===== config.mk =====
export PLATFORM = sky130hd
export DESIGN_NAME = scan_test_ctrl_flat
export DESIGN_NICKNAME = d
export VERILOG_FILES = /design/src/rtl/scan_test_ctrl_pkg.sv /design/src/rtl/scan_test_ctrl_if.sv /design/src/rtl/scan_test_ctrl_misr.sv /design/src/rtl/scan_test_ctrl.sv /design/src/flat_wrapper.sv
export SDC_FILE = /design/constraint.sdc
export NUM_CORES = 1
export LEC_CHECK = 0
export CAP_MARGIN = 0
export CORE_MARGIN = 4
export CORE_UTILIZATION = 29
export DETAILED_ROUTE_END_ITERATION = 16
export PLACE_DENSITY = 0.54
export SYNTH_ARGS = -nofsm -noshare
export SYNTH_HDL_FRONTEND = slang
export SYNTH_SLANG_ARGS = --single-unit
export TNS_END_PERCENT = 100

===== constraint.sdc =====
create_clock -name Clk -period 2.8 [get_ports Clk]
set_input_delay 0.56 -clock Clk [delete_from_list [all_inputs] [get_ports Clk]]
set_output_delay 0.56 -clock Clk [all_outputs]
set_load 0.05 [all_outputs]

===== src/rtl/scan_test_ctrl_pkg.sv =====
// Shared definitions for the scan test controller: FSM state type,
// MISR constants and the shift-counter width helper.
package scan_ctrl_pkg;

  typedef enum logic [2:0] {
    IDLE,
    SHIFT,
    CAPTURE,
    UNLOAD,
    DONE
  } state_t;

  localparam int          MISR_W    = 16;
  localparam logic [15:0] MISR_POLY = 16'h1021;
  localparam logic [15:0] MISR_SEED = 16'hFFFF;

  // The shift counter must be able to hold the value chain_len itself
  function automatic int shift_cnt_width(input int chain_len);
    return $clog2(chain_len + 1);
  endfunction

endpackage


===== src/rtl/scan_test_ctrl_if.sv =====
// Host stream plus scan-chain signal bundle for scan_test_ctrl.
// Optional SCAN_MISR_EN adds the compacted signature output.
interface scan_test_ctrl_if #(
  parameter int PAT_CNT_W = 16
);
  import scan_ctrl_pkg::*;

  logic                 start;
  logic [PAT_CNT_W-1:0] num_pat;
  logic                 busy;
  logic                 done;
  logic                 pat_valid;
  logic                 pat_bit;
  logic                 pat_ready;
  logic                 resp_valid;
  logic                 resp_bit;
  logic                 resp_ready;
  logic                 SE;
  logic                 TDI;
  logic                 TDO;
  logic                 scan_ce;
`ifdef SCAN_MISR_EN
  logic [MISR_W-1:0]    signature;
`endif

  // Controller side
  modport slave (
    input  start, num_pat, pat_valid, pat_bit, resp_ready, TDO,
    output busy, done, pat_ready, resp_valid, resp_bit, SE, TDI, scan_ce
`ifdef SCAN_MISR_EN
    , output signature
`endif
  );

  // Host / scanned-core side
  modport master (
    output start, num_pat, pat_valid, pat_bit, resp_ready, TDO,
    input  busy, done, pat_ready, resp_valid, resp_bit, SE, TDI, scan_ce
`ifdef SCAN_MISR_EN
    , input signature
`endif
  );

endinterface


===== src/rtl/scan_test_ctrl_misr.sv =====
// 16-bit serial-input MISR (x^16+x^12+x^5+1) used to compact scan
// responses when SCAN_MISR_EN is defined.
module scan_misr
  import scan_ctrl_pkg::*;
(
  input  logic              Clk,
  input  logic              Rst,
  input  logic              clr,
  input  logic              en,
  input  logic              din,
  output logic [MISR_W-1:0] sig
);

  // Shift the signature, folding the incoming bit into the feedback tap
  always_ff @(posedge Clk) begin
    if (Rst || clr) begin
      sig <= MISR_SEED;
    end else if (en) begin
      sig <= {sig[MISR_W-2:0], 1'b0} ^
             ({MISR_W{sig[MISR_W-1] ^ din}} & MISR_POLY);
    end
  end

endmodule


===== src/rtl/scan_test_ctrl.sv =====
// Mux-D scan chain sequencer: streams patterns in, pulses capture,
// streams responses out with shift-in/shift-out overlap.
// Define SCAN_MISR_EN to compact responses into a MISR signature.
module scan_test_ctrl
  import scan_ctrl_pkg::*;
#(
  parameter int CHAIN_LEN = 211,
  parameter int PAT_CNT_W = 16
) (
  input logic             Clk,
  input logic             Rst,
  scan_test_ctrl_if.slave bus
);

  localparam int CNT_W = shift_cnt_width(CHAIN_LEN);
  localparam logic [CNT_W-1:0] LAST_SHIFT = CNT_W'(CHAIN_LEN);

`ifdef SCAN_MISR_EN
  localparam bit MISR_ON = 1'b1;
`else
  localparam bit MISR_ON = 1'b0;
`endif

  state_t               state_q, state_d;
  logic [CNT_W-1:0]     shift_cnt_q, shift_cnt_d;
  logic [CNT_W-1:0]     shift_inc;
  logic [PAT_CNT_W-1:0] pat_cnt_q, pat_cnt_d;
  logic [PAT_CNT_W-1:0] pat_inc;
  logic [PAT_CNT_W-1:0] num_pat_q, num_pat_d;
  logic                 first_q, first_d;
  logic                 resp_ready_eff;
  logic                 shift_adv;
  logic                 unload_adv;

  // With the MISR the response side never back-pressures the chain
  assign resp_ready_eff = MISR_ON | bus.resp_ready;
  assign shift_adv  = (state_q == SHIFT) && bus.pat_valid && (first_q || resp_ready_eff);
  assign unload_adv = (state_q == UNLOAD) && resp_ready_eff;
  assign shift_inc  = shift_cnt_q + 1'b1;
  assign pat_inc    = pat_cnt_q + 1'b1;

  // State and counter registers
  always_ff @(posedge Clk) begin
    if (Rst) begin
      state_q     <= IDLE;
      shift_cnt_q <= '0;
      pat_cnt_q   <= '0;
      num_pat_q   <= '0;
      first_q     <= 1'b0;
    end else begin
      state_q     <= state_d;
      shift_cnt_q <= shift_cnt_d;
      pat_cnt_q   <= pat_cnt_d;
      num_pat_q   <= num_pat_d;
      first_q     <= first_d;
    end
  end

  // Next-state, counter updates and chain/handshake outputs
  always_comb begin
    state_d        = state_q;
    shift_cnt_d    = shift_cnt_q;
    pat_cnt_d      = pat_cnt_q;
    num_pat_d      = num_pat_q;
    first_d        = first_q;
    bus.busy       = 1'b0;
    bus.done       = 1'b0;
    bus.SE         = 1'b0;
    bus.TDI        = 1'b0;
    bus.scan_ce    = 1'b0;
    bus.pat_ready  = 1'b0;
    bus.resp_valid = 1'b0;
    bus.resp_bit   = bus.TDO;

    case (state_q)
      IDLE: begin
        if (bus.start) begin
          num_pat_d = bus.num_pat;
          if (bus.num_pat == '0) begin
            state_d = DONE;
          end else begin
            state_d     = SHIFT;
            shift_cnt_d = '0;
            pat_cnt_d   = '0;
            first_d     = 1'b1;
          end
        end
      end

      SHIFT: begin
        bus.busy       = 1'b1;
        bus.SE         = 1'b1;
        bus.TDI        = bus.pat_bit;
        bus.scan_ce    = shift_adv;
        bus.pat_ready  = shift_adv;
        bus.resp_valid = !MISR_ON && bus.pat_valid && !first_q;
        if (shift_adv) begin
          shift_cnt_d = shift_inc;
          if (shift_inc == LAST_SHIFT) begin
            state_d = CAPTURE;
          end
        end
      end

      CAPTURE: begin
        bus.busy    = 1'b1;
        bus.scan_ce = 1'b1;
        pat_cnt_d   = pat_inc;
        first_d     = 1'b0;
        shift_cnt_d = '0;
        state_d     = (pat_inc == num_pat_q) ? UNLOAD : SHIFT;
      end

      UNLOAD: begin
        bus.busy       = 1'b1;
        bus.SE         = 1'b1;
        bus.resp_valid = !MISR_ON;
        bus.scan_ce    = unload_adv;
        if (unload_adv) begin
          shift_cnt_d = shift_inc;
          if (shift_inc == LAST_SHIFT) begin
            state_d = DONE;
          end
        end
      end

      DONE: begin
        bus.done = 1'b1;
        state_d  = IDLE;
      end

      default: begin
        state_d = IDLE;
      end
    endcase
  end

`ifdef SCAN_MISR_EN
  logic misr_clr;
  logic misr_en;

  assign misr_clr = (state_q == IDLE) && bus.start;
  assign misr_en  = (shift_adv && !first_q) || unload_adv;

  scan_misr u_misr (
    .Clk (Clk),
    .Rst (Rst),
    .clr (misr_clr),
    .en  (misr_en),
    .din (bus.TDO),
    .sig (bus.signature)
  );
`endif

endmodule


===== src/flat_wrapper.sv =====
// flat-port wrapper written by rule: the top's interface ports become plain ports
module scan_test_ctrl_flat import scan_ctrl_pkg::*;
#(
  parameter int CHAIN_LEN = 211,
  parameter int PAT_CNT_W = 16
)
  (Clk, Rst, bus_start, bus_num_pat, bus_pat_valid, bus_pat_bit, bus_resp_ready, bus_TDO, bus_busy, bus_done, bus_pat_ready, bus_resp_valid, bus_resp_bit, bus_SE, bus_TDI, bus_scan_ce);
  scan_test_ctrl_if #(.PAT_CNT_W(PAT_CNT_W)) bus_i ();
  input logic Clk;
  input logic Rst;
  input wire logic [$bits(bus_i.start)-1:0] bus_start;
  input wire logic [$bits(bus_i.num_pat)-1:0] bus_num_pat;
  input wire logic [$bits(bus_i.pat_valid)-1:0] bus_pat_valid;
  input wire logic [$bits(bus_i.pat_bit)-1:0] bus_pat_bit;
  input wire logic [$bits(bus_i.resp_ready)-1:0] bus_resp_ready;
  input wire logic [$bits(bus_i.TDO)-1:0] bus_TDO;
  output wire logic [$bits(bus_i.busy)-1:0] bus_busy;
  output wire logic [$bits(bus_i.done)-1:0] bus_done;
  output wire logic [$bits(bus_i.pat_ready)-1:0] bus_pat_ready;
  output wire logic [$bits(bus_i.resp_valid)-1:0] bus_resp_valid;
  output wire logic [$bits(bus_i.resp_bit)-1:0] bus_resp_bit;
  output wire logic [$bits(bus_i.SE)-1:0] bus_SE;
  output wire logic [$bits(bus_i.TDI)-1:0] bus_TDI;
  output wire logic [$bits(bus_i.scan_ce)-1:0] bus_scan_ce;
  assign bus_i.start = bus_start;
  assign bus_i.num_pat = bus_num_pat;
  assign bus_i.pat_valid = bus_pat_valid;
  assign bus_i.pat_bit = bus_pat_bit;
  assign bus_i.resp_ready = bus_resp_ready;
  assign bus_i.TDO = bus_TDO;
  assign bus_busy = bus_i.busy;
  assign bus_done = bus_i.done;
  assign bus_pat_ready = bus_i.pat_ready;
  assign bus_resp_valid = bus_i.resp_valid;
  assign bus_resp_bit = bus_i.resp_bit;
  assign bus_SE = bus_i.SE;
  assign bus_TDI = bus_i.TDI;
  assign bus_scan_ce = bus_i.scan_ce;
  scan_test_ctrl #(.CHAIN_LEN(CHAIN_LEN), .PAT_CNT_W(PAT_CNT_W)) u_core (.Clk(Clk), .Rst(Rst), .bus(bus_i));
endmodule

**After elaboration in Yosys (flattened, before gate mapping)**

Cells that the tools add are included.

- Output and inout bits: 8
- Register bits after elaboration: 44
- Logic and storage cells: 61
- Bits of input ports: 23

- Add/sub/neg operators: 2
- Multiplexer cells: 26
- Reductions and logical operators: 16
- Eq/ne operators: 12

Operators by type and width:

| kind | number |
|---|---|
| 16-bit two-way mux | 2 |
| 8-bit two-way mux | 4 |
| 16-bit one-hot mux with 2 select lines | 1 |
| 8-bit one-hot mux with 4 select lines | 1 |
| 3-bit two-way mux | 6 |
| 16-bit by 1-bit adder with 16-bit output, second input constant | 1 |
| 16-bit equality test | 1 |
| 16-bit logical NOT | 1 |
| 3-bit one-hot mux with 4 select lines | 1 |
| 5-bit AND reduction | 2 |
| 8-bit by 1-bit adder with 8-bit output, second input constant | 1 |
| 8-bit equality test, second input constant | 1 |
| 2-bit != test, second input constant | 4 |
| 1-bit two-way mux | 7 |
| 3-bit by 2-bit equality test with 1-bit output, second input constant | 2 |
| 1-bit logical AND | 4 |
| 2-bit by 1-bit != test with 1-bit output, second input constant | 2 |
| 1-bit one-hot mux with 2 select lines | 2 |
| 4-bit nonzero test | 1 |
| 3-bit by 1-bit equality test with 1-bit output, second input constant | 1 |
| 3-bit equality test, second input constant | 1 |
| 3-bit logical NOT | 1 |
| 1-bit one-hot mux with 3 select lines | 1 |
| 3-bit AND reduction | 1 |
| 7 further kinds | 7 |

**Depth between registers and ports, before layout**

- Depth after elaboration: 5
- Gate-level depth with buffers: 8
- Gate-level depth less buffers: 7

**Least setup slack after synthesis**

OpenSTA, ideal clock, no wires.

- Path kind: register to output
- Start point: reg u_core.state_q[0]
- End point: out bus_scan_ce
- Path slack: 0.145 ns
- Arrival: 2.095 ns
- Required time: 2.240 ns
- Buffers on the path: 1
- Stages on the path, launching flop included: 5
- Cells stage by stage: dfxtp_1 -> buf_2 -> nand2b_1 -> nor4b_2 -> or2_2

- Longest elaborated chain between the ends: 4
- Elaborated cells between the ends (all ways): 7
- Those cells by class: 3 x eq/ne; 1 x mux; 3 x reduce/logical

Ends and longest elaborated chain:

| item | RTL line | source |
|---|---|---|
| from (decl) | scan_test_ctrl.sv:24 | `state_t state_q, state_d;` |
| from (signal assigned) | scan_test_ctrl.sv:51 | `state_q <= state_d;` |
| 3-bit by 1-bit equality test with 1-bit output | scan_test_ctrl.sv:37, scan_test_ctrl.sv:75 |  |
| 1-bit logical AND (2 in a row) | scan_test_ctrl.sv:37 | `assign shift_adv = (state_q == SHIFT) && bus.pat_valid && (first_q \|\| resp_ready_eff);` |
| 1-bit one-hot mux with 3 select lines (*) | scan_test_ctrl.sv:75 | `case (state_q)` |
| to (decl) | flat_wrapper.sv:24 | `output wire logic [$bits(bus_i.scan_ce)-1:0] bus_scan_ce;` |

Every way passes the cells marked *; elsewhere a longest branch is shown, timed or not.

**Final worst setup path**

- Start point: reg u_core.state_q[1]
- End point: out bus_busy

- Longest elaborated chain between the ends: 3
- Elaborated cells between the ends (all ways): 5
- Those cells by class: 3 x eq/ne; 1 x mux; 1 x reduce/logical

Ends and longest elaborated chain:

| item | RTL line | source |
|---|---|---|
| 3-bit by 2-bit equality test with 1-bit output or 3-bit by 1-bit equality test with 1-bit output (tied branches) | scan_test_ctrl.sv:75 |  |
| 3-bit OR reduction (no line) (*) | -- |  |
| 1-bit two-way mux (*) | scan_test_ctrl.sv:75 |  |
| to (decl) | flat_wrapper.sv:17 | `output wire logic [$bits(bus_i.busy)-1:0] bus_busy;` |

Marks and branches as above.

==> impl_metrics.json <==
{
  "run_status": "finished, final reports clean",
  "critical_path.max_fanout": 15,
  "setup_viol_count_final": 0,
  "synth_top_family_by_area": "simple AND/OR/NAND/NOR gates",
  "timing.fmax_ghz": 0.388,
  "placeableCoreArea_um2": 9280,
  "synth_cell_type_count": 63,
  "drt-vias-per-instance": 5.11,
  "critical_path.max_stage_delay_ns": 0.81,
  "yosysMostFrequentCell": "sky130_fd_sc_hd__nand2_1",
  "clock_path_buffers": 2,
  "cts.sink_count": 44,
  "leakage_power_figure_uw": 0.00115,
  "cpMaxStageDelayCell": "sky130_fd_sc_hd__clkdlybuf4s50_1",
  "ys_warn_count": 0,
  "post_synthesis_sequential_area_ratio_pct": 31.8,
  "share_of_layout_cells_above_drive_strength_1_pct": 11.2,
  "setup_total_negative_slack_ns": 0,
  "synth-xor-area-share_pct": 6.32,
  "dpl_cell_area_um2": 3220,
  "port_buffers": 28,
  "route.met3.wl_um": 308,
  "place_congestion": 0.834,
  "synthesis.area_per_instance_um2": 7.67,
  "ys_async_sr_fraction_pct": 0,
  "yosysTopAreaCell": "sky130_fd_sc_hd__dfxtp_1",
  "crit_path_cell_trace": "nor2_1, nor2_1, clkdlybuf4s50_1",
  "drv_cap": 0,
  "post_synth_edffs": 0,
  "grt_pass1_wl_mm": 12.2,
  "grt_max_degree": 26,
  "finalInstanceArea_um2": 3380,
  "ir_worst_vdd_v": 0.000208,
  "start_kind": "flop",
  "met2_length_mm": 3.24,
  "worst_slew_pin_slew_ns": 0.582,
  "rsz0062_at_grt": "false",
  "required_ns": 2.24,
  "cell_repeated_most_along_the_worst_path": "sky130_fd_sc_hd__nor2_1",
  "maxSlewViolCount": 0,
  "kind_of_end_point_of_the_critical_path": "primary output",
  "routed_wl_mm": 7.18,
  "number_of_global_route_vias_before_repair": 2474,
  "syn-instance-count": 361,
  "grtUsageTotal_pct": 13.2,
  "floorplan.die_area_um2": 11200,
  "postSynthNetCount": 387,
  "tritoncts": "done",
  "initial_core_util_pct": 29.8,
  "power_per_cell_area_nw_per_um2": 458,
  "total_power_uw": 1550,
  "hold_viol_final": 0,
  "timing.critical_path.arrival_ns": 2.02,
  "synth_adder_area_share_pct": 1.36,
  "area.growth.synth_to_final_pct": 22.0,
  "yosys.area.top_type_share_pct": 31.8,
  "drt_first_pass_iters": 4,
  "hold_class": "reg2reg",
  "gr-total-overflow": 0,
  "place_hpwl_mm": 5.36,
  "final.min_clock_period_ns": 2.58,
  "nNetsFinal": 410,
  "dp_cells": 506,
  "ys_top_cells_by_area": "sky130_fd_sc_hd__dfxtp_1 32%, sky130_fd_sc_hd__a21oi_1 8.3%, sky130_fd_sc_hd__nand2_1 6.4%",
  "cts-buffers-inserted": 5,
  "drt_drc": 0,
  "synth-compound-area-share_pct": 24.2,
  "slew_headroom_pct": 61.1,
  "ctsHtreeMaxLevel": 2,
  "worst_clock_skew_ns": 0.00873,
  "antenna_found_initial": 0,
  "path_class": "reg2out",
  "clk_pin_slew_ns": 0.09,
  "synth-seq-cells": 44,
  "post_layout_nonfiller_instances": 514,
  "synthMuxAreaShare_pct": 0.723,
  "via_count": 2629,
  "root_buffer": "sky130_fd_sc_hd__clkbuf_8",
  "fillCellCount": 1009,
  "die_x_um": 106,
  "synthesis.area_um2": 2770,
  "routed_metal_1_wire_length_mm": 3.53,
  "route.antenna.remaining_nets": 0,
  "post_synth_and_or_nand_nor_area_fraction_pct": 30.4,
  "ys.flop_type": "sky130_fd_sc_hd__dfxtp_1",
  "post-cts-setup-buffer-count": 0,
  "diodes": 0,
  "top_layer": "met4",
  "holdBufCountCts": 0,
  "ctsResizeCount": 0,
  "detailedRoute.firstIterationViolations": 141,
  "post-route-period-util_pct": 92.0,
  "clkLatencyLatePin_ns": 0.30,
  "ports_placed_on_the_boundary": 31,
  "netlist_top_cells_count": "47 x sky130_fd_sc_hd__nand2_1, 46 x sky130_fd_sc_hd__a21oi_1, 44 x sky130_fd_sc_hd__dfxtp_1, 33 x sky130_fd_sc_hd__nor2_1, 20 x sky130_fd_sc_hd__o21ai_0",
  "routedWlPerCell_um": 14.0,
  "placement_rows": 35,
  "die-height_um": 106
}
metal layers:
layer / up-vias / GRT usage [%]
met1: 1218 / 17.8
met2: 63 / 20.9
li1: 1341 / -
met3: 7 / 2.33
met4: 0 / 4.90
met5: - / 0
logic make-up (layout without fill, tap and decap cells):
logic type               after synthesis  count (layout)
XOR/XNOR                              20              20
AO/OA/AOI/OAI                        107             107
adder cells (fa/ha/maj)                3               3
AND/OR/NAND/NOR                      151             151
multiplexers                           2               2
flip-flops                            44              44
buffers and inverters                 34              58
cell usage in the layout (no fill, tap or decap), types with 10 or more instances in the layout:
cell | netlist | final
sky130_fd_sc_hd__buf_4 | 2 | 12
sky130_fd_sc_hd__xnor2_1 | 16 | 16
sky130_fd_sc_hd__dfxtp_1 | 44 | 44
sky130_fd_sc_hd__o21ai_0 | 20 | 20
sky130_fd_sc_hd__nand3_1 | 10 | 10
sky130_fd_sc_hd__nor2_1 | 33 | 33
sky130_fd_sc_hd__clkdlybuf4s50_1 | 0 | 24
sky130_fd_sc_hd__nand2_1 | 47 | 47
sky130_fd_sc_hd__inv_1 | 11 | 11
sky130_fd_sc_hd__a21oi_1 | 46 | 46
area by class of cell:
class / count / area, µm² / area share [%]
multi-input cells: 283 / 1750 / 51.7
flip-flops and latches: 44 / 881 / 26.1
repair buffers: 39 / 390 / 11.6
well taps: 129 / 161 / 4.78
clock inverters: 3 / 90.1 / 2.67
clock buffers: 5 / 68.8 / 2.04
inverters: 11 / 41.3 / 1.22
path summary, 6_finish.rpt:
path / to / cells after the start / startpoint / slack (ns)
setup / recovery: bus_busy / 3 / u_core.state_q[1]$_SDFFE_PP0P_ / 0.22
hold / removal: u_core.num_pat_q[8]$_SDFFE_PP0P_ / 2 / u_core.num_pat_q[8]$_SDFFE_PP0P_ / 0.47
setup reg to reg: u_core.state_q[1]$_SDFFE_PP0P_ / 6 / u_core.state_q[1]$_SDFFE_PP0P_ / 0.53
hold reg to reg: u_core.num_pat_q[8]$_SDFFE_PP0P_ / 2 / u_core.num_pat_q[8]$_SDFFE_PP0P_ / 0.47
sequential cells by signal, summed over array words and instances (netlist names):
register and flops:
u_core.num_pat_q 16, u_core.shift_cnt_q 8, u_core.first_q 1, u_core.state_q 3, u_core.pat_cnt_q 16
where the power goes:
part	leakage [µW]	switching (µW)	internal, µW
Sequential	0.000358	19.8	643
Combinational	0.000711	108	93.8
Clock	0.0000784	235	446
Total	0.00115	364	1180
stage by stage:
stage	utilization, %	setup slack, ns	hold slack [ns]
2_1_floorplan	-	0.145	0.448
3_3_place_gp	34.7	0.339	0.458
3_5_place_dp	34.7	0.277	0.462
4_1_cts	36.4	0.183	0.475
5_1_grt	36.4	0.0970	0.509
6_report	36.4	0.224	0.473
critical path, delay by kind of cell, from the launching register on:
| kind | cells | cell delay (ns) |
|---|---|---|
| buffers and inverters | 1 | 0.81 |
| DFF | 1 | 0.65 |
| and+or+nand+nor | 2 | 0.25 |
No activity file was read; power rests on OpenSTA's default activity.
